===== src/rtl/rca_40b.sv =====
// rtl/rca_40b.sv - 40-bit ripple-carry adder with registered sum/carry-out.
// Define RCA_40B_OVF_EN to add the registered two's-complement overflow output Ovf.

module rca_40b_fa (
    input  logic i_a,
    input  logic i_b,
    input  logic i_c,
    output logic o_s,
    output logic o_c
);
    logic w_p;

    assign w_p = i_a ^ i_b;
    assign o_s = w_p ^ i_c;
    assign o_c = (i_a & i_b) | (i_c & w_p);
endmodule

module rca_40b (
    input  logic        clk,
    input  logic        rst,
    input  logic [39:0] A,
    input  logic [39:0] B,
    input  logic        Cin,
    output logic [39:0] S,
    output logic        Cout
`ifdef RCA_40B_OVF_EN
    ,
    output logic        Ovf
`endif
);
    logic [40:0] w_c;
    logic [39:0] w_s;
    logic [39:0] r_s;
    logic        r_cout;

    assign w_c[0] = Cin;

    // One cell per bit; carry ripples strictly from bit 0 up to bit 39.
    for (genvar i = 0; i < 40; i++) begin : g_fa
        rca_40b_fa u_fa (
            .i_a (A[i]),
            .i_b (B[i]),
            .i_c (w_c[i]),
            .o_s (w_s[i]),
            .o_c (w_c[i+1])
        );
    end

    always_ff @(posedge clk) begin
        if (rst) begin
            r_s    <= '0;
            r_cout <= 1'b0;
        end else begin
            r_s    <= w_s;
            r_cout <= w_c[40];
        end
    end

    assign S    = r_s;
    assign Cout = r_cout;

`ifdef RCA_40B_OVF_EN
    logic r_ovf;

    // Signed overflow: carry into the sign bit differs from carry out of it.
    always_ff @(posedge clk) begin
        if (rst) r_ovf <= 1'b0;
        else     r_ovf <= w_c[40] ^ w_c[39];
    end

    assign Ovf = r_ovf;
`endif
endmodule


===== config.mk =====
export PLATFORM = sky130hd
export DESIGN_NAME = rca_40b
export DESIGN_NICKNAME = d
export VERILOG_FILES = /design/src/rtl/rca_40b.sv
export SDC_FILE = /design/constraint.sdc
export NUM_CORES = 1
export LEC_CHECK = 0
export BUFFER_PORTS_ARGS = -buffer_cell sky130_fd_sc_hd__buf_2
export CORE_ASPECT_RATIO = 0.6
export CORE_MARGIN = 2
export CORE_UTILIZATION = 45
export CTS_CLUSTER_SIZE = 14
export DETAILED_ROUTE_END_ITERATION = 7
export PLACE_DENSITY = 0.85
export SLEW_MARGIN = 25
export SYNTH_ARGS = -nofsm -noshare
export SYNTH_HDL_FRONTEND = slang
export SYNTH_SLANG_ARGS = --single-unit

===== constraint.sdc =====
create_clock -name clk -period 35.8 [get_ports clk]
set_input_delay 1.79 -clock clk [delete_from_list [all_inputs] [get_ports clk]]
set_output_delay 1.79 -clock clk [all_outputs]
set_load 0.01 [all_outputs]

[Word level (Yosys, flattened, before mapping)]
Cells that the tools add are included.
Widths: inputs -> output; s select.
Word-level totals
  bits in registers: 41
  output and inout port bits: 41
Cells by class
  bitwise operators: 200
Operators by type and width (count)
  $and 1x1->1: 80
  $xor 1x1->1: 80
  $or 1x1->1: 40

[Logic depth before layout (Yosys ltp)]
  word-level depth: 81
  depth in mapped cells: 44
  depth with buffers taken out: 44

[Hierarchy]
Synthesis repeated with hierarchy kept, for this count alone.
Unflattened totals
  cells, all modules: 126
  area total of the unflattened synthesis: 1898.1 µm²
By module, submodules not included
  rca_40b: times used 1, area an instance 1097.3 µm², cells each 86, seq. area each 820.8 µm²
  rca_40b_fa: times used 40, area an instance 20.0 µm², cells each 1, seq. area each 0.0 µm²

[Worst setup path before layout]
Ideal clock, no wire load.
  path kind: input-to-reg
  from: in A[0]
  to: reg r_s[39] (netlist: S[39])
  path slack: 18.745 ns
  data arrival time: 16.990 ns
  required time: 35.736 ns
  cell stages on the path: 44
  cell sequence: fa_1 > fa_1 > fa_1 > fa_1 > fa_1 > fa_1 > fa_1 > fa_1 > fa_1 > inv_1 > fa_1 > inv_1 > fa_1 > fa_1 > fa_1 > fa_1 > fa_1 > fa_1 > [8 not listed] > fa_1 > fa_1 > fa_1 > fa_1 > fa_1 > fa_1 > fa_1 > fa_1 > fa_1 > fa_1 > fa_1 > fa_1 > fa_1 > fa_1 > fa_1 > inv_1 > fa_1 > nor2_1
On the way
  cells in the longest elaborated chain, start to end: 80
  elaborated cells between the ends (all ways): 81
RTL lines
  start: declaration: line 21  | input logic [39:0] A,
  $xor 1x1->1: line 13  | assign w_p = i_a ^ i_b;
  $and 1x1->1: line 15  | assign o_c = (i_a & i_b) | (i_c & w_p);
  $or 1x1->1 (*): line 15
  $and 1x1->1 (*): line 15
  $or 1x1->1 (*): line 15
  $and 1x1->1 (*): line 15
  $or 1x1->1 (*): line 15
  $and 1x1->1 (*): line 15
  [64 not listed]
  $or 1x1->1 (*): line 15
  $and 1x1->1 (*): line 15
  $or 1x1->1 (*): line 15
  $and 1x1->1 (*): line 15
  $or 1x1->1 (*): line 15
  $and 1x1->1 (*): line 15
  $or 1x1->1 (*): line 15
  $xor 1x1->1 (*): line 14  | assign o_s = w_p ^ i_c;
  end signal: assignment: line 54  | r_s <= w_s;
  end: declaration: line 33  | logic [39:0] r_s;
Mark *: on every way between the ends. The rest lies on a longest branch, timed or not.
A chain may end at the register's enable or synchronous reset.

[Worst setup path after layout]
Same ends and word-level chain as after synthesis.

==> results.sh <==
export IMPL_status="completed"
export IMPL_syn_area_um2=1917
export IMPL_antenna_diode_count=0
export IMPL_synthMostInstantiatedCell="dfxtp_1"
export IMPL_antenna_left=0
export IMPL_setup_viol=0
export IMPL_p_leak_nw=1.323
export IMPL_cts_resized=0
export IMPL_h_tree_depth=2
export IMPL_ir_worst_vdd_mv=0.02075
export IMPL_finalCritPeriodShare_pct=49.01
export IMPL_hp_start="B[25]"
export IMPL_die_w_um=88.26
export IMPL_fin_ws_ns=18.25
export IMPL_critPathKind="input port to flip-flop"
export IMPL_syn_inst=133
export IMPL_hold_class="input port to flip-flop"
export IMPL_cts_tree="built"
export IMPL_crit_path_start_kind="input port"
export IMPL_use_met3_pct=9.804
export IMPL_hold_end="S[25]"
export IMPL_grt_ovfl_total=0
export IMPL_grt_pass1_wl_um=5699
export IMPL_clock_fmax_mhz=56.99
export IMPL_numCtsBuffers=5
export IMPL_final_core_util_pct=65.14
export IMPL_busiest_layer="met2"
export IMPL_worst_slew_pin_slew_ns=0.7063
export IMPL_synth_top_area_share_pct=42.82
export IMPL_async_flop_share_pct=0
export IMPL_cap_violations=0
export IMPL_ys_top_cells_by_area="dfxtp_1 43%, fa_1 42%, nor2b_1 12%"
export IMPL_drv_slew=0
export IMPL_dp_slack_ns=17.94
export IMPL_worst_slew_margin_rel_pct=52.91
export IMPL_avgSynthCellArea_um2=14.41
export IMPL_post_route_min_period_ns=17.55
export IMPL_hold_viol=0
export IMPL_cp_slowest_stage_delay_ns=0.43
export IMPL_synth_common_cells="41 x dfxtp_1, 40 x fa_1, 38 x nor2b_1"
export IMPL_coreArea_um2=4099
export IMPL_power_density_nw_per_um2=41.33
export IMPL_clock_sinks=41
export IMPL_use_met1_pct=17.08
export IMPL_cp_required_ns=36.03
export IMPL_yosysWarnings=0
export IMPL_dr_total_vias=1370
export IMPL_synth_nets=256
export IMPL_io_pins=124
export IMPL_endpoint_kind="flip-flop"
export IMPL_die_h_um=54.56
export IMPL_p_total_uw=110.4
export IMPL_clk_pin_slew_worst_paths_ns=0.08
export IMPL_synth_main_ff_cell="dfxtp_1"
export IMPL_ys_seq_area_share_pct=42.82
export IMPL_cts_root_buf="clkbuf_8"
export IMPL_ys_seq_elements=41
export IMPL_synth_edf_count=0
export IMPL_synth_largest_area_cell="dfxtp_1"
export IMPL_grt_total_usage_pct=16.73
export IMPL_fin_tns_setup_ns=0
export IMPL_dieArea_um2=4815
export IMPL_wl_um=3836
export IMPL_hpwl_um=3302
export IMPL_area_delta_synth_final_pct=39.30
export IMPL_grt_start_max_net_pins=42
export IMPL_hold_depth=3
export IMPL_ys_types=6
export IMPL_fp_row_count=18
export IMPL_grt_pass1_vias=1386
export IMPL_post_drt_wl_per_cell_um=11.99
export IMPL_port_buffer_count=123
export IMPL_antenna_found_initial=0
export IMPL_start_util_pct=46.76
export IMPL_hold_buffers=0
export IMPL_cts_setup_buffers=0
export IMPL_drtIter0Drc=5
export IMPL_use_met2_pct=29.20
export IMPL_route_detailed_drc=0
export IMPL_place_congestion=0.7686
export IMPL_path_max_fanout=1
export IMPL_cpMostUsedCell="fa_1"
export IMPL_rsz0062_at_grt="no"
export IMPL_vias_per_cell=4.281
export IMPL_clock_path_buffers=2
export IMPL_drive_gt1_share_pct=50.00
export IMPL_cp_slowest_cell="fa_1"
export IMPL_dr_pass1_iters=4
export IMPL_arrival_ns=17.77
export IMPL_fin_nets=382
[through the flow]
stage,hold WS (ns),area (µm²),cells
floorplan,1.862,1917,133
global placement,2.161,2587,312
detailed placement,2.166,2587,312
CTS,1.863,2670,320
global route,1.876,2670,320
finish,1.870,2670,320
[power by group]
group	leakage [nW]	internal [mW]	switching, mW
Sequential	0.342	0.0516	0.00115
Clock	0.0450	0.0135	0.0151
Combinational	0.936	0.0150	0.0141
Total	1.32	0.0801	0.0303
[worst max-delay path: cells and delay by family]
family                     cells  cell delay, ns
adders and majority gates     40           15.59
buffers and inverters          4            0.31
and+or+nand+nor                1            0.08
[worst max-delay path by stage]
stage,depth (start not counted),start,slack [ns],to
CTS,45,A[0],18.20,S[39]
global placement,45,A[0],18.23,S[39]
finish,45,A[0],18.25,S[39]
global route,45,A[0],17.73,S[39]
floorplan,44,A[0],18.75,S[39]
detailed placement,45,A[0],17.94,S[39]
[cell usage in the layout, fill, tap and decap left out, drive strengths merged]
cell type and n:
fa 40, buf 123, clkbuf 6, clkinv 2, inv 7, dfxtp 41, nor2b 38, nor2 3
[final cells by class]
type                            count  area, µm²
Clock buffer                        6      72.57
Clock inverter                      2      10.01
Fill cell                         343       1429
Inverter                            7      26.28
Multi-Input combinational cell     81       1050
Sequential cell                    41      820.8
Tap cell                           60      75.07
Timing Repair Buffer              123      615.6
[cell families after synthesis]
| group | count (synthesis) | synth area share (%) |
|---|---|---|
| flip-flops | 41 | 42.82 |
| AND/OR/NAND/NOR | 41 | 12.99 |
| adder cells (fa/ha/maj) | 40 | 41.78 |
| buffers and inverters | 11 | 2.415 |
[registers in the layout, indices dropped and copies added, names as in the netlist]
register,count
Cout,1
S,40
[per-layer routing]
metal  part of all wire [%]  up-vias
met5                      0        -
met4                    1.3        0
met3                     16        7
met2                     47       81
met1                     36      642
li1                       -      640
(Power assumes the default switching activity.)
